[src/rtl/sparse_joiner_if.sv]
// Valid/ready channel bundle for the sparse joiner: two coord/pos input pairs,
// one coord output and two aligned pos outputs.
interface sparse_joiner_if #(
   parameter int unsigned DATA_W = 16
);
   localparam int unsigned TOK_W = DATA_W + 1;

   logic [TOK_W-1:0] coord_in_0, coord_in_1, pos_in_0, pos_in_1;
   logic             coord_in_0_valid, coord_in_1_valid, pos_in_0_valid, pos_in_1_valid;
   logic             coord_in_0_ready, coord_in_1_ready, pos_in_0_ready, pos_in_1_ready;

   logic [TOK_W-1:0] coord_out, pos_out_0, pos_out_1;
   logic             coord_out_valid, pos_out_0_valid, pos_out_1_valid;
   logic             coord_out_ready, pos_out_0_ready, pos_out_1_ready;

   modport slave (
      input  coord_in_0, coord_in_1, pos_in_0, pos_in_1,
      input  coord_in_0_valid, coord_in_1_valid, pos_in_0_valid, pos_in_1_valid,
      output coord_in_0_ready, coord_in_1_ready, pos_in_0_ready, pos_in_1_ready,
      output coord_out, pos_out_0, pos_out_1,
      output coord_out_valid, pos_out_0_valid, pos_out_1_valid,
      input  coord_out_ready, pos_out_0_ready, pos_out_1_ready
   );

   modport master (
      output coord_in_0, coord_in_1, pos_in_0, pos_in_1,
      output coord_in_0_valid, coord_in_1_valid, pos_in_0_valid, pos_in_1_valid,
      input  coord_in_0_ready, coord_in_1_ready, pos_in_0_ready, pos_in_1_ready,
      input  coord_out, pos_out_0, pos_out_1,
      input  coord_out_valid, pos_out_0_valid, pos_out_1_valid,
      output coord_out_ready, pos_out_0_ready, pos_out_1_ready
   );
endinterface

[src/rtl/sparse_joiner_unit.sv]
// Two-input sparse-stream joiner: intersects or unions two sorted coordinate
// streams and emits one coord stream plus two aligned position streams.
module sparse_joiner_fifo #(
   parameter int unsigned W     = 17,
   parameter int unsigned DEPTH = 2
) (
   input  logic         clk,
   input  logic         rst_n,
   input  logic         en,
   input  logic         clr,
   input  logic         push,
   input  logic [W-1:0] din,
   input  logic         pop,
   output logic [W-1:0] dout,
   output logic         full,
   output logic         empty
);
   localparam int unsigned AW = (DEPTH > 1) ? $clog2(DEPTH) : 1;
   localparam int unsigned CW = $clog2(DEPTH + 1);

   logic [W-1:0]  mem [DEPTH];
   logic [AW-1:0] rd_ptr, wr_ptr;
   logic [CW-1:0] count;
   logic          do_push, do_pop;

   assign do_push = push && !full;
   assign do_pop  = pop && !empty;
   assign full    = (count == CW'(DEPTH));
   assign empty   = (count == '0);
   assign dout    = mem[rd_ptr];

   always_ff @(posedge clk) begin
      if (en && do_push) mem[wr_ptr] <= din;
   end

   always_ff @(posedge clk) begin
      if (en) begin
         if (!rst_n || clr) begin
            rd_ptr <= '0;
            wr_ptr <= '0;
            count  <= '0;
         end else begin
            if (do_push) wr_ptr <= (wr_ptr == AW'(DEPTH - 1)) ? '0 : wr_ptr + AW'(1);
            if (do_pop)  rd_ptr <= (rd_ptr == AW'(DEPTH - 1)) ? '0 : rd_ptr + AW'(1);
            case ({do_push, do_pop})
               2'b10:   count <= count + CW'(1);
               2'b01:   count <= count - CW'(1);
               default: count <= count;
            endcase
         end
      end
   end
endmodule

module sparse_joiner_unit #(
   parameter int unsigned DATA_W     = 16,
   parameter int unsigned FIFO_DEPTH = 2
) (
   input  logic            clk,
   input  logic            rst_n,
   input  logic            clk_en,
   input  logic            flush,
   input  logic            tile_en,
   input  logic            joiner_op,
   input  logic            vector_reduce_mode,
   sparse_joiner_if.slave  bus
);
   localparam int unsigned TOK_W = DATA_W + 1;
   localparam logic [TOK_W-1:0] TOK_DONE  = {1'b1, DATA_W'(32'h0100)};
   localparam logic [TOK_W-1:0] TOK_EMPTY = {1'b1, DATA_W'(32'h0200)};

   typedef enum logic [2:0] {ST_START, ST_JOIN, ST_DRAIN0, ST_DRAIN1, ST_DONE} state_t;

   state_t state_q, state_d;
   logic   active;

   // Channel order: 0=coord0, 1=pos0, 2=coord1, 3=pos1
   logic [TOK_W-1:0] in_data [4];
   logic [TOK_W-1:0] in_head [4];
   logic [3:0]       in_valid, in_ready, in_full, in_empty, in_pop;

   // Channel order: 0=coord, 1=pos0, 2=pos1
   logic [TOK_W-1:0] out_data [3];
   logic [TOK_W-1:0] out_head [3];
   logic [2:0]       out_push, out_pop, out_full, out_empty, out_valid, out_ready;

   logic             pop0, pop1, emit;
   logic [TOK_W-1:0] oc, op0, op1;
   logic             d0, d1, done0, done1, heads_ok, space, run, union_m;

   // Ready is held low for the first cycle after reset/flush
   always_ff @(posedge clk) begin
      if (clk_en) active <= rst_n && !flush;
   end

   assign in_data  = '{bus.coord_in_0, bus.pos_in_0, bus.coord_in_1, bus.pos_in_1};
   assign in_valid = {bus.pos_in_1_valid, bus.coord_in_1_valid, bus.pos_in_0_valid, bus.coord_in_0_valid};
   assign in_ready = {4{active & tile_en}} & ~in_full;
   assign in_pop   = {pop1, pop1, pop0, pop0};

   assign bus.coord_in_0_ready = in_ready[0];
   assign bus.pos_in_0_ready   = in_ready[1];
   assign bus.coord_in_1_ready = in_ready[2];
   assign bus.pos_in_1_ready   = in_ready[3];

   for (genvar i = 0; i < 4; i++) begin : g_in_fifo
      sparse_joiner_fifo #(.W(TOK_W), .DEPTH(FIFO_DEPTH)) u_fifo (
         .clk(clk), .rst_n(rst_n), .en(clk_en), .clr(flush),
         .push(in_valid[i] & in_ready[i]), .din(in_data[i]),
         .pop(in_pop[i]), .dout(in_head[i]), .full(in_full[i]), .empty(in_empty[i])
      );
   end

   assign out_data  = '{oc, op0, op1};
   assign out_push  = {emit & ~vector_reduce_mode, emit & ~vector_reduce_mode, emit};
   assign out_valid = {3{tile_en}} & ~out_empty;
   assign out_ready = {bus.pos_out_1_ready, bus.pos_out_0_ready, bus.coord_out_ready};
   assign out_pop   = out_valid & out_ready;

   for (genvar i = 0; i < 3; i++) begin : g_out_fifo
      sparse_joiner_fifo #(.W(TOK_W), .DEPTH(FIFO_DEPTH)) u_fifo (
         .clk(clk), .rst_n(rst_n), .en(clk_en), .clr(flush),
         .push(out_push[i]), .din(out_data[i]),
         .pop(out_pop[i]), .dout(out_head[i]), .full(out_full[i]), .empty(out_empty[i])
      );
   end

   assign bus.coord_out       = out_head[0];
   assign bus.pos_out_0       = out_head[1];
   assign bus.pos_out_1       = out_head[2];
   assign bus.coord_out_valid = out_valid[0];
   assign bus.pos_out_0_valid = out_valid[1];
   assign bus.pos_out_1_valid = out_valid[2];

   // Head decode; a join step needs all four heads and room in every active output
   assign d0       = !in_head[0][DATA_W];
   assign d1       = !in_head[2][DATA_W];
   assign done0    = (in_head[0] == TOK_DONE);
   assign done1    = (in_head[2] == TOK_DONE);
   assign heads_ok = ~|in_empty;
   assign space    = !out_full[0] && (vector_reduce_mode || (!out_full[1] && !out_full[2]));
   assign union_m  = joiner_op | vector_reduce_mode;
   assign run      = (state_q == ST_JOIN || state_q == ST_DRAIN0 || state_q == ST_DRAIN1)
                     && heads_ok && space;

   always_ff @(posedge clk) begin
      if (clk_en) begin
         if (!rst_n || flush) state_q <= ST_START;
         else                 state_q <= state_d;
      end
   end

   always_comb begin
      state_d = state_q;
      case (state_q)
         ST_START:  state_d = ST_JOIN;
         ST_JOIN: begin
            if (run && done0 && done1)  state_d = ST_DONE;
            else if (run && done1)      state_d = ST_DRAIN0;
            else if (run && done0)      state_d = ST_DRAIN1;
         end
         ST_DRAIN0, ST_DRAIN1: begin
            if (run && done0 && done1)  state_d = ST_DONE;
         end
         ST_DONE:   state_d = ST_START;
         default:   state_d = ST_START;
      endcase
   end

   // Join step: choose which heads to pop and what triple to emit
   always_comb begin
      pop0 = 1'b0;
      pop1 = 1'b0;
      emit = 1'b0;
      oc   = in_head[0];
      op0  = in_head[1];
      op1  = in_head[3];
      if (run) begin
         if (d0 && d1) begin
            if (in_head[0][DATA_W-1:0] == in_head[2][DATA_W-1:0]) begin
               pop0 = 1'b1;
               pop1 = 1'b1;
               emit = 1'b1;
            end else if (in_head[0][DATA_W-1:0] < in_head[2][DATA_W-1:0]) begin
               pop0 = 1'b1;
               emit = union_m;
               op1  = TOK_EMPTY;
            end else begin
               pop1 = 1'b1;
               emit = union_m;
               oc   = in_head[2];
               op0  = TOK_EMPTY;
            end
         end else if (d1) begin
            pop1 = 1'b1;
            emit = union_m;
            oc   = in_head[2];
            op0  = TOK_EMPTY;
         end else if (d0) begin
            pop0 = 1'b1;
            emit = union_m;
            op1  = TOK_EMPTY;
         end else if (done0 && done1) begin
            pop0 = 1'b1;
            pop1 = 1'b1;
            emit = 1'b1;
            oc   = TOK_DONE;
            op0  = TOK_DONE;
            op1  = TOK_DONE;
         end else if (done0) begin
            // Stream 0 finished early: forward stream 1's stop alone
            pop1 = 1'b1;
            emit = 1'b1;
            oc   = in_head[2];
            op0  = in_head[2];
            op1  = in_head[2];
         end else if (done1) begin
            pop0 = 1'b1;
            emit = 1'b1;
            op0  = in_head[0];
            op1  = in_head[0];
         end else begin
            // Both at stop: stream 0's level wins on a mismatch
            pop0 = 1'b1;
            pop1 = 1'b1;
            emit = 1'b1;
            op0  = in_head[0];
            op1  = in_head[0];
         end
      end
   end
endmodule

[src/flat_wrapper.sv]
// flat-port wrapper written by rule: the top's interface ports become plain ports
module sparse_joiner_unit_flat 
#(
   parameter int unsigned DATA_W     = 16,
   parameter int unsigned FIFO_DEPTH = 2
)
  (clk, rst_n, clk_en, flush, tile_en, joiner_op, vector_reduce_mode, bus_coord_in_0, bus_coord_in_1, bus_pos_in_0, bus_pos_in_1, bus_coord_in_0_valid, bus_coord_in_1_valid, bus_pos_in_0_valid, bus_pos_in_1_valid, bus_coord_in_0_ready, bus_coord_in_1_ready, bus_pos_in_0_ready, bus_pos_in_1_ready, bus_coord_out, bus_pos_out_0, bus_pos_out_1, bus_coord_out_valid, bus_pos_out_0_valid, bus_pos_out_1_valid, bus_coord_out_ready, bus_pos_out_0_ready, bus_pos_out_1_ready);
  sparse_joiner_if #(.DATA_W(DATA_W)) bus_i ();
  input  logic clk;
  input  logic rst_n;
  input  logic clk_en;
  input  logic flush;
  input  logic tile_en;
  input  logic joiner_op;
  input  logic vector_reduce_mode;
  input wire logic [$bits(bus_i.coord_in_0)-1:0] bus_coord_in_0;
  input wire logic [$bits(bus_i.coord_in_1)-1:0] bus_coord_in_1;
  input wire logic [$bits(bus_i.pos_in_0)-1:0] bus_pos_in_0;
  input wire logic [$bits(bus_i.pos_in_1)-1:0] bus_pos_in_1;
  input wire logic [$bits(bus_i.coord_in_0_valid)-1:0] bus_coord_in_0_valid;
  input wire logic [$bits(bus_i.coord_in_1_valid)-1:0] bus_coord_in_1_valid;
  input wire logic [$bits(bus_i.pos_in_0_valid)-1:0] bus_pos_in_0_valid;
  input wire logic [$bits(bus_i.pos_in_1_valid)-1:0] bus_pos_in_1_valid;
  output wire logic [$bits(bus_i.coord_in_0_ready)-1:0] bus_coord_in_0_ready;
  output wire logic [$bits(bus_i.coord_in_1_ready)-1:0] bus_coord_in_1_ready;
  output wire logic [$bits(bus_i.pos_in_0_ready)-1:0] bus_pos_in_0_ready;
  output wire logic [$bits(bus_i.pos_in_1_ready)-1:0] bus_pos_in_1_ready;
  output wire logic [$bits(bus_i.coord_out)-1:0] bus_coord_out;
  output wire logic [$bits(bus_i.pos_out_0)-1:0] bus_pos_out_0;
  output wire logic [$bits(bus_i.pos_out_1)-1:0] bus_pos_out_1;
  output wire logic [$bits(bus_i.coord_out_valid)-1:0] bus_coord_out_valid;
  output wire logic [$bits(bus_i.pos_out_0_valid)-1:0] bus_pos_out_0_valid;
  output wire logic [$bits(bus_i.pos_out_1_valid)-1:0] bus_pos_out_1_valid;
  input wire logic [$bits(bus_i.coord_out_ready)-1:0] bus_coord_out_ready;
  input wire logic [$bits(bus_i.pos_out_0_ready)-1:0] bus_pos_out_0_ready;
  input wire logic [$bits(bus_i.pos_out_1_ready)-1:0] bus_pos_out_1_ready;
  assign bus_i.coord_in_0 = bus_coord_in_0;
  assign bus_i.coord_in_1 = bus_coord_in_1;
  assign bus_i.pos_in_0 = bus_pos_in_0;
  assign bus_i.pos_in_1 = bus_pos_in_1;
  assign bus_i.coord_in_0_valid = bus_coord_in_0_valid;
  assign bus_i.coord_in_1_valid = bus_coord_in_1_valid;
  assign bus_i.pos_in_0_valid = bus_pos_in_0_valid;
  assign bus_i.pos_in_1_valid = bus_pos_in_1_valid;
  assign bus_coord_in_0_ready = bus_i.coord_in_0_ready;
  assign bus_coord_in_1_ready = bus_i.coord_in_1_ready;
  assign bus_pos_in_0_ready = bus_i.pos_in_0_ready;
  assign bus_pos_in_1_ready = bus_i.pos_in_1_ready;
  assign bus_coord_out = bus_i.coord_out;
  assign bus_pos_out_0 = bus_i.pos_out_0;
  assign bus_pos_out_1 = bus_i.pos_out_1;
  assign bus_coord_out_valid = bus_i.coord_out_valid;
  assign bus_pos_out_0_valid = bus_i.pos_out_0_valid;
  assign bus_pos_out_1_valid = bus_i.pos_out_1_valid;
  assign bus_i.coord_out_ready = bus_coord_out_ready;
  assign bus_i.pos_out_0_ready = bus_pos_out_0_ready;
  assign bus_i.pos_out_1_ready = bus_pos_out_1_ready;
  sparse_joiner_unit #(.DATA_W(DATA_W), .FIFO_DEPTH(FIFO_DEPTH)) u_core (.clk(clk), .rst_n(rst_n), .clk_en(clk_en), .flush(flush), .tile_en(tile_en), .joiner_op(joiner_op), .vector_reduce_mode(vector_reduce_mode), .bus(bus_i));
endmodule
[config.mk]
export PLATFORM = sky130hd
export DESIGN_NAME = sparse_joiner_unit_flat
export DESIGN_NICKNAME = d
export VERILOG_FILES = /design/src/rtl/sparse_joiner_if.sv /design/src/rtl/sparse_joiner_unit.sv /design/src/flat_wrapper.sv
export SDC_FILE = /design/constraint.sdc
export NUM_CORES = 1
export LEC_CHECK = 0
export CORE_MARGIN = 10
export CORE_UTILIZATION = 63
export DETAILED_ROUTE_END_ITERATION = 10
export DONT_BUFFER_PORTS = 1
export PLACE_DENSITY = 0.79
export SLEW_MARGIN = 25
export SYNTH_ARGS = -nofsm -noshare
export SYNTH_HDL_FRONTEND = slang
export SYNTH_SLANG_ARGS = --single-unit
[constraint.sdc]
create_clock -name clk -period 5.05 [get_ports clk]
set_input_delay 1.01 -clock clk [delete_from_list [all_inputs] [get_ports clk]]
set_output_delay 1.01 -clock clk [all_outputs]
set_load 0.01 [all_outputs]
==> metrics.txt, run 1 <==
TNS Setup 0 ns; I/O Pins 140; CP max FO 24; CTS Root Cell clkbuf_16; antenna cells 0; DP HPWL 19.7 mm; synth warn 0; post-route minimum period ~4.1 ns; capturing point of the worst reg2reg path u_core.g_in_fifo[1].u_fifo.count[1]; initial DRC count between 400 and 500; Area growth, synth to finish 9.73%; setup violators final 0; via count roughly 6.7k; post-synthesis compound-gate area fraction 7.15%; Worst Skew ~0.011 ns; Crit-path slowest cell dfxtp_2; critical path type flip-flop to flip-flop; crit start category flip-flop; CP arrival roughly 4.4 ns; placer congestion estimate 0.892; Slew @ Worst Pin between 0.8 and 0.9 ns; Yosys top cell area share 67.9%; first-pass iteration count of the detailed router 5; NetSw 0.00100 W; Max Slew Vio Count 0; Final Hold Viols 0; Post-Syn Nets 902; Nets between 900 and 1k; total power draw between 0.004 and 0.005 W; HP Start u_core.g_in_fifo[0].u_fifo.rd_ptr; Die Ht roughly 160 µm; port bufs 0; most used cell, CP ha_1; layout cells sized above 1 16.3%; CTS Hold Bufs 0; die area roughly 25000 µm²; switching part of the total 21.3%; Largest delay share family, worst path simple AND/OR/NAND/NOR gates; Antenna Nets Post-Route 0; most frequent cells in the layout edfxtp_1 (270), mux2i_1 (62), mux2_2 (61); commonest non-fill, non-tap cell in the layout edfxtp_1; drt wl/cell 25.1 µm; postcts setup bufs 0; Synth area leader edfxtp_1; crit path capture type flip-flop; P per Cell Area 360 nW/µm²; Initial Util 63.9%; largest net degree at the start of global routing 39; All-Layer GR Usage 21.5%; Peak VDD IR roughly 0.36 mV; #FFs+latches synth 277; Cell Chain, Critical Path mux2i_1, inv_1, ha_1, and4_1, and2_1, or4_1, a311oi_1, or2_2, ha_1, xor2_1, xnor2_1, nor2_1; Hold WC Path Type flip-flop to flip-flop; CP peak stage delay 0.75 ns; Filler cells about 1.2k; Pleak about 4.5 nW; clock sinks 277; Simple-Gate Fraction of Synth Area 6.57%; # Max-Cap Violations 0; hold path cells 1; vias per inst 6.29; drt drc 0; Pint approximately 0.0037 W; Reg power frac around 56%; Reg clk slew, reported paths 0.06 ns; top_reg_cell synth edfxtp_1; clock power share 39.0%; CTS tree yes; # H-tree levels 1; clk_lat worst skew 0.54 ns; die width between 150 and 200 µm; Synth Area in Adders between 2 and 2.5%; # resized after CTS 0; mux contribution to synthesized area between 10% and 20%; WL final 26.8 mm; Placed Area 12300 µm²; post-synthesis xor/xnor area fraction about 1%; antenna violations before repair 2; CTS max path bufs 3; Slew HR about 40%; Final Instance Area 13100 µm²; fmax 241 MHz; status finished, final reports clean; core area 18700 µm²; Post-synth EDFFs between 200 and 300; Yosys cell types 56; unrepaired setup endpoints after global routing no; Tcrit/Tclk final between 80% and 90%; vias in the first global route 6869; Synth Area per Inst 15.0 µm²; Mapped Cells 797; Critical Path RT roughly 5.3 ns; post-synthesis sequential area ratio 69.0%; mapped cell area 11900 µm²; num rows 50; top cells by area, synth edfxtp_1 (68%), mux2_2 (5.7%), mux2i_1 (5.2%); GRT overflow 0; Post-synth ARST share 0%; largest family of logic cells by synthesized area multiplexers; first-pass GRT wire length 40.3 mm; Worst R2R Path Depth 12; number of CTS-inserted buffers 27; CP bufs+invs 1; R2R Setup Slk 0.90 ns; Combinational Power Share about 5.5%
-- cell usage after synthesis (all sizes together), types with 15 or more instances --
master,instances
o22ai,15
clkbuf,21
mux2,61
nor2,53
inv,35
mux2i,64
nor3,23
a21oi,50
o21bai,30
buf,16
edfxtp,270
ha,23
nand2,19
-- layout make-up --
cell class | instances | area, µm² | area share (%)
clock inverters | 17 | 118 | 0.897
inverters | 35 | 131 | 1.00
multi-input cells | 448 | 3450 | 26.3
repair buffers | 22 | 165 | 1.26
flip-flops and latches | 277 | 8250 | 62.9
well taps | 234 | 293 | 2.23
clock buffers | 33 | 698 | 5.33
-- power by group through the flow --
| stage | Clock, W | Sequential [W] | Combinational (W) |
|---|---|---|---|
| 2_1_floorplan | 0 | 0.00263 | 0.000222 |
| 3_3_place_gp | 0 | 0.00266 | 0.000250 |
| 3_5_place_dp | 0 | 0.00267 | 0.000260 |
| 4_1_cts | 0.00186 | 0.00262 | 0.000262 |
| 5_1_grt | 0.00195 | 0.00262 | 0.000284 |
| 6_report | 0.00184 | 0.00262 | 0.000261 |
-- flip-flops by register name, summed over array words and instances, names as in the netlist, named ones only --
register,flops
u_core.g_in_fifo.u_fifo.rd_ptr,4
u_core.g_out_fifo.u_fifo.count,6
u_core.state_q,3
u_core.g_out_fifo.u_fifo.mem,102
u_core.g_in_fifo.u_fifo.count,8
u_core.g_out_fifo.u_fifo.rd_ptr,3
u_core.g_out_fifo.u_fifo.wr_ptr,3
u_core.g_in_fifo.u_fifo.mem,136
u_core.active,1
u_core.g_in_fifo.u_fifo.wr_ptr,4
-- cells by family after synthesis --
| logic type | Yosys count |
|---|---|
| flops | 277 |
| simple gates | 154 |
| compound gates | 131 |
| mux | 125 |
| buf+inv | 72 |
| fa+ha+maj | 24 |
| xor+xnor | 14 |
-- per-stage QoR --
step / worst slack, ns / cells / utilization (%) / hold WS, ns
6_report: 0.902 / 1066 / 70.1 / 0.505
5_1_grt: 0.612 / 1066 / 70.1 / 0.537
4_1_cts: 0.927 / 1066 / 70.1 / 0.502
3_5_place_dp: 0.961 / 1016 / 65.7 / 0.494
3_3_place_gp: 0.606 / 1016 / 65.6 / 0.485
2_1_floorplan: 1.07 / 797 / - / 0.460
-- how the worst max path moves through the flow --
stage / start / cells past startpoint / end
floorplan: flip-flop / 11 / u_core.g_out_fifo[0].u_fifo.mem[0][0]
global placement: flip-flop / 12 / u_core.g_in_fifo[0].u_fifo.count[1]
detailed placement: flip-flop / 12 / u_core.g_in_fifo[1].u_fifo.count[1]
CTS: flip-flop / 12 / u_core.g_in_fifo[1].u_fifo.count[1]
global route: flip-flop / 13 / u_core.g_in_fifo[1].u_fifo.count[1]
finish: flip-flop / 12 / u_core.g_in_fifo[1].u_fifo.count[1]
-- worst reg2reg max path: stages (launching register included) --
cell and delay, ns:
dfxtp_2 0.75, mux2i_1 0.39, inv_1 0.09, ha_1 0.33, and4_1 0.26, and2_1 0.17, or4_1 0.58, a311oi_1 0.56
or2_2 0.22, ha_1 0.15, xor2_1 0.19, xnor2_1 0.14, nor2_1 0.06
-- layer usage --
metal,wire (µm),GRT usage (%),vias to the layer above
met5,0,0,-
met4,665,5.65,0
met3,2250,6.13,39
met2,13300,36.2,258
met1,10600,26.7,3331
li1,-,-,3073
(Power assumes the default switching activity.)
==> inputs of run 2 (changes only) <==
==> constraint.sdc (replaced) <==
create_clock -name clk -period 4 [get_ports clk]
set_input_delay 0.8 -clock clk [delete_from_list [all_inputs] [get_ports clk]]
set_output_delay 0.8 -clock clk [all_outputs]
set_load 0.01 [all_outputs]
==> run 2 against run 1 <==
Die area unchanged. Routed wire length up 0.32%. Setup slack worse by 0.68 ns. Total power up 30%. Combinational power up 36%. Largest cell class unchanged. Largest power group unchanged. Highest routed layer unchanged.
==> metrics.txt, run 2 (synthesized netlist as in run 1, its figures left out) <==
status finished, final reports clean; Initial Util 63.9% (unchanged); clock sinks 277 (unchanged); largest net degree at the start of global routing 40 (+2.6%); crit path capture type flip-flop; die area 24900 µm² (unchanged); Filler cells 1206 (-2.9%); max FFs per register 136 (unchanged); Nets 925 (+0.98%); capturing point of the worst reg2reg path u_core.g_in_fifo[0].u_fifo.count[1]; number of CTS-inserted buffers 27 (unchanged); # H-tree levels 1 (unchanged); postcts setup bufs 0 (unchanged); # Max-Cap Violations 0 (unchanged); I/O Pins 140 (unchanged); CP max FO 24 (unchanged); via count 6766 (+0.97%); DP HPWL 19.6 mm (-0.60%); post-route minimum period 3.78 ns (-0.369 ns); R2R Setup Slk 0.22 ns (-0.68 ns); layout cells sized above 1 17.4% (+1.0 points); final core utilization 70.8% (+0.73 points); port bufs 0 (unchanged); GRT overflow 0 (unchanged); WHS 0.348 ns (-0.157 ns); Pleak 4.54 nW (+1.6%); initial DRC count 520 (+11%); vias per inst 6.29 (+0.12%); met1 Use GR 24.9% (-1.8 points); All-Layer GR Usage 21.1% (-0.41 points); setup violators final 0 (unchanged); die width 158 µm (unchanged); crit start category flip-flop; CTS Root Cell clkbuf_16; Min-Delay Endpoint u_core.g_in_fifo[2].u_fifo.mem[1][8]; CTS max path bufs 3 (unchanged); fmax 265 MHz (+9.8%); Slew HR 29.4% (-10 points); drt drc 0 (unchanged); HP Start bus_coord_in_1[8]; Peak VDD IR 0.537 mV (+48%); antenna violations before repair 0 (-2); Tcrit/Tclk final 94.5% (+12 points); CP arrival 4.06 ns (-0.36 ns); drt wl/cell 25.0 µm (-0.52%); Reg clk slew, reported paths 0.07 ns (about the same); commonest non-fill, non-tap cell in the layout edfxtp_1; Top reg by flops u_core.g_in_fifo.u_fifo.mem; CTS tree yes; Area growth, synth to finish 10.9%; Critical Path RT 4.28 ns (-1.05 ns); first-pass iteration count of the detailed router 6 (+1); Die Ht 158 µm (unchanged); Max Slew Vio Count 0 (unchanged); Worst Skew 0.00922 ns (-0.00194 ns); met2 global-route usage 36.2% (+0.040 points); critical path type flip-flop to flip-flop; most frequent cells in the layout edfxtp_1 (270), mux2i_1 (61), mux2_2 (61); antenna cells 0 (unchanged); Slew @ Worst Pin 1.06 ns (+0.174 ns); hold path cells 0 (-1); placer congestion estimate 0.852 (-4.5%); Worst R2R Path Depth 14 (+2); unrepaired setup endpoints after global routing no; Hold WC Path Type input pin to flip-flop; GRT Max-Usage Layer met2; core area 18700 µm² (unchanged); first-pass GRT wire length 39.8 mm (-1.2%); met3 usage 7.27% (+1.1 points); TNS Setup 0 ns (unchanged); Final Hold Viols 0 (unchanged); biggest regs u_core.g_in_fifo.u_fifo.mem (136), u_core.g_out_fifo.u_fifo.mem (102), u_core.g_in_fifo.u_fifo.count (8); WL final 26.9 mm (+0.32%); num rows 50 (unchanged); P per Cell Area 463 nW/µm² (+29%); vias in the first global route 6894 (+0.36%); clk_lat worst skew 0.54 ns (about the same); Antenna Nets Post-Route 0 (unchanged)
==> run 2: metrics by stage <==
stage	power (W)	cells	worst slack, ns	cell area [µm²]
6_report	0.00613	1075	0.221	13200
5_1_grt	0.00631	1075	0.0827	13200
4_1_cts	0.00616	1075	0.200	13200
3_5_place_dp	0.00370	1025	0.225	12400
3_3_place_gp	0.00369	1025	0.224	12400
2_1_floorplan	0.00360	797	0.0190	11900
==> run 2: cell type report <==
class	count	area [µm²]	share of cell area, %
sequential	277	8250	62.3
multi-input combinational	448	3440	26.0
clock buffer	30	687	5.19
tap	234	293	2.21
timing repair buffer	31	258	1.95
clock inverter	20	185	1.40
inverter	35	131	0.992
==> run 2: where the power goes <==
part / switching, W / total (W) / leakage (nW) / internal [W]
clock network: 0.00105 / 0.00248 / 0.425 / 0.00143
registers: 0.0000497 / 0.00329 / 2.52 / 0.00324
logic: 0.000207 / 0.000354 / 1.59 / 0.000147
==> run 2: layer usage <==
metal | part of all wire (%) | vias up
li1 | - | 3087
met1 | 38 | 3382
met2 | 50 | 257
met3 | 9.9 | 40
met4 | 2.0 | 0
met5 | 0 | -
==> run 2: critical path, cell delays in order (launching register included) <==
cell and delay (ns):
dfxtp_1 0.36, buf_12 0.19, mux2i_1 0.36, inv_1 0.08, ha_1 0.34, and4_1 0.25
and2_1 0.16, or4_1 0.58, a311oi_1 0.35, buf_4 0.20, or2_2 0.11, ha_1 0.16
xor2_1 0.19, xnor2_1 0.14, nor2_1 0.06
==> run 2: worst max path at each step <==
stage | from | endpoint | slack [ns]
global route | flip-flop | u_core.g_in_fifo[0].u_fifo.count[1] | 0.08
detailed placement | flip-flop | u_core.g_in_fifo[0].u_fifo.count[1] | 0.22
finish | flip-flop | u_core.g_in_fifo[0].u_fifo.count[1] | 0.22
floorplan | flip-flop | u_core.g_out_fifo[0].u_fifo.mem[0][0] | 0.02
CTS | flip-flop | u_core.g_in_fifo[0].u_fifo.count[1] | 0.20
global placement | flip-flop | u_core.g_in_fifo[0].u_fifo.count[1] | 0.22
==> run 2: what timing repair did <==
action,in CTS,in global routing
gates resized for setup,0,1
setup endpoints to repair,0,5
hold buffers,0,0
==> inputs of run 3 (changes only) <==
--- a/config.mk
+++ b/config.mk
@@ -6,10 +6,10 @@
 export NUM_CORES = 1
 export LEC_CHECK = 0
 export CORE_MARGIN = 10
-export CORE_UTILIZATION = 63
+export CORE_UTILIZATION = 57
 export DETAILED_ROUTE_END_ITERATION = 10
 export DONT_BUFFER_PORTS = 1
-export PLACE_DENSITY = 0.79
+export PLACE_DENSITY = 0.75
 export SLEW_MARGIN = 25
 export SYNTH_ARGS = -nofsm -noshare
 export SYNTH_HDL_FRONTEND = slang
==> constraint.sdc (replaced) <==
create_clock -name clk -period 3.14 [get_ports clk]
set_input_delay 0.628 -clock clk [delete_from_list [all_inputs] [get_ports clk]]
set_output_delay 0.628 -clock clk [all_outputs]
set_load 0.01 [all_outputs]
==> run 3 against run 2 <==
Worst hold slack got worse by 0.15 ns. Die area rose by 9.2%. The flow now finishes with violations (negative setup slack). Global-route usage fell by 0.73 points. Largest power group unchanged. Count of clock-buffer cells in the layout rose by 3.
==> metrics.txt, run 3 (synthesized netlist as in run 1, its figures left out) <==
antenna violations before repair 0 (unchanged); Non-Filler Instances 1203 (+12%); WHS 0.203 ns (-0.145 ns); Cell Chain, Critical Path buf_12, buf_12, mux2i_4, inv_2, ha_4, nand3_1, nand2_1, a21o_1, or4_4, a311oi_4, or2_4, ha_4, xor2_2, xnor2_1, nor2_1; CP max FO 4 (-83%); R2R Setup Slk -0.52 ns (-0.74 ns); largest net degree at the start of global routing 21 (-48%); Hold WC Path Type input pin to flip-flop; multi-input logic area 4530 µm² (+32%); via count 7396 (+9.3%); Final Hold Viols 0 (unchanged); port bufs 0 (unchanged); Nets 1023 (+11%); clk_lat worst skew 0.52 ns (-0.02 ns); Reg clk slew, reported paths 0.06 ns (about the same); critical path type flip-flop to flip-flop; first-pass GRT wire length 42.5 mm (+6.7%); initial DRC count 572 (+10%); Top reg by flops u_core.g_in_fifo.u_fifo.mem; placed cells 1127 (+10%); drt drc 0 (unchanged); CTS Hold Bufs 0 (unchanged); All-Layer GR Usage 20.3% (-0.73 points); I/O Pins 140 (unchanged); num rows 52 (+4.0%); GRT overflow 0 (unchanged); Min-Delay Endpoint u_core.g_in_fifo[0].u_fifo.mem[1][1]; post-layout worst setup margin -0.521 ns (-0.742 ns); clock sinks 277 (unchanged); CP bufs+invs 3 (unchanged); CTS tree yes; layout cells sized above 1 40.0% (+23 points); Max Slew Vio Count 0 (unchanged); P per Cell Area 508 nW/µm² (+9.9%); Filler cells 1152 (-4.5%); Pleak 5.24 nW (+16%); die area 27100 µm² (+9.2%); crit start category flip-flop; placer congestion estimate 0.939 (+10%); pre-CTS setup slack -0.318 ns (-0.543 ns); Area growth, synth to finish 28.0%; Tcrit/Tclk final 117% (+22 points); violated checks negative setup slack; CTS Root Cell clkbuf_16; Worst Skew 0.00770 ns (-0.00153 ns); Crit-path slowest cell or4_4; antenna cells 0 (unchanged); Largest delay share family, worst path simple AND/OR/NAND/NOR gates; first-pass iteration count of the detailed router 5 (-1); number of CTS-inserted buffers 27 (unchanged); hold path cells 0 (unchanged); # Max-Cap Violations 0 (unchanged); unrepaired setup endpoints after global routing yes; CP arrival 3.92 ns (-0.14 ns); capturing point of the worst reg2reg path u_core.g_in_fifo[0].u_fifo.count[1]; setup violators final 177 (+177); biggest regs u_core.g_in_fifo.u_fifo.mem (136), u_core.g_out_fifo.u_fifo.mem (102), u_core.g_in_fifo.u_fifo.count (8); commonest non-fill, non-tap cell in the layout edfxtp_1; core area 20400 µm² (+9.2%); max FFs per register 136 (unchanged); Slew @ Worst Pin 1.05 ns (-0.00828 ns); Register Area 8250 µm² (about the same); Peak VDD IR 0.427 mV (-21%); Antenna Nets Post-Route 0 (unchanged); fmax 273 MHz (+3.2%); crit path capture type flip-flop; vias in the first global route 7443 (+8.0%); WL final 30.2 mm (+13%); CTS max path bufs 3 (unchanged); Die Ht 165 µm (+4.5%); Slew HR 30.0% (+0.57 points); # H-tree levels 1 (unchanged); status finished with violations; vias per inst 6.15 (-2.3%); die width 165 µm (+4.5%); drt wl/cell 25.1 µm (+0.55%); Initial Util 58.5% (-5.4 points); most frequent cells in the layout edfxtp_1 (270), buf_4 (101), mux2_2 (59); CP peak stage delay 0.57 ns (about the same); Critical Path RT 3.40 ns (-0.88 ns); DP HPWL 19.9 mm (+1.7%); HP Start bus_coord_in_0[1]; Worst R2R Path Depth 15 (+1); post-route minimum period 3.66 ns (-0.118 ns)
-- run 3: cell types whose count changed in the layout (fill, tap and decap cells not counted), moves of 14 or more --
cell      change
a21oi_1      -15
buf_4        +72
ha_1         -22
ha_4         +20
inv_1        -14
inv_2        +14
mux2i_1      -16
mux2i_4      +17
o21bai_1     -24
o22ai_1      -15
-- run 3: timing repair --
action,4_1_cts,5_1_grt
gates resized for setup,67,109
endpoints found under the setup margin,118,212
buffers inserted,17,11
pin swaps,16,39
cloned,3,4
endpoints found under the hold margin,0,0
-- run 3: layout make-up --
class	instances	share of cell area, %
sequential	277	54.0
timing repair buffer	129	8.29
clock buffer	33	4.56
multi-input combinational	448	29.6
inverter	35	0.859
tap	270	2.21
clock inverter	11	0.483
-- run 3: worst max-delay path by stage --
stage	slack (ns)	from	to	cells past startpoint
floorplan	-0.15	flip-flop	u_core.g_in_fifo[0].u_fifo.count[1]	16
global placement	-0.22	flip-flop	u_core.g_in_fifo[0].u_fifo.count[1]	14
detailed placement	-0.32	flip-flop	u_core.g_in_fifo[3].u_fifo.count[1]	16
CTS	-0.21	flip-flop	u_core.g_in_fifo[1].u_fifo.count[1]	14
global route	-0.60	flip-flop	u_core.g_in_fifo[0].u_fifo.count[1]	15
finish	-0.52	flip-flop	u_core.g_in_fifo[0].u_fifo.count[1]	15
-- run 3: power breakdown --
| group | leakage, nW | switching (W) | internal, W |
|---|---|---|---|
| combinational | 2.34 | 0.000365 | 0.000347 |
| clock | 0.373 | 0.00123 | 0.00164 |
| sequential | 2.52 | 0.0000638 | 0.00413 |
| total | 5.24 | 0.00166 | 0.00611 |
-- run 3: through the flow --
step	setup TNS (ns)	power [W]	area (µm²)	utilization, %
after floorplan	-1.22	0.00462	12200	-
after global placement	-2.00	0.00476	13200	64.6
after detailed placement	-9.14	0.00478	13200	64.6
after CTS	-1.00	0.00768	14500	71.2
after global routing	-34.69	0.00801	15300	74.9
final	-18.39	0.00778	15300	74.9
-- run 3: per-layer routing --
metal,GRT usage (%),vias up,part of all wire [%]
met5,0,-,0
li1,-,3289,-
met1,24.0,3626,36
met3,6.12,106,9.8
met2,34.9,375,50
met4,6.60,0,3.9
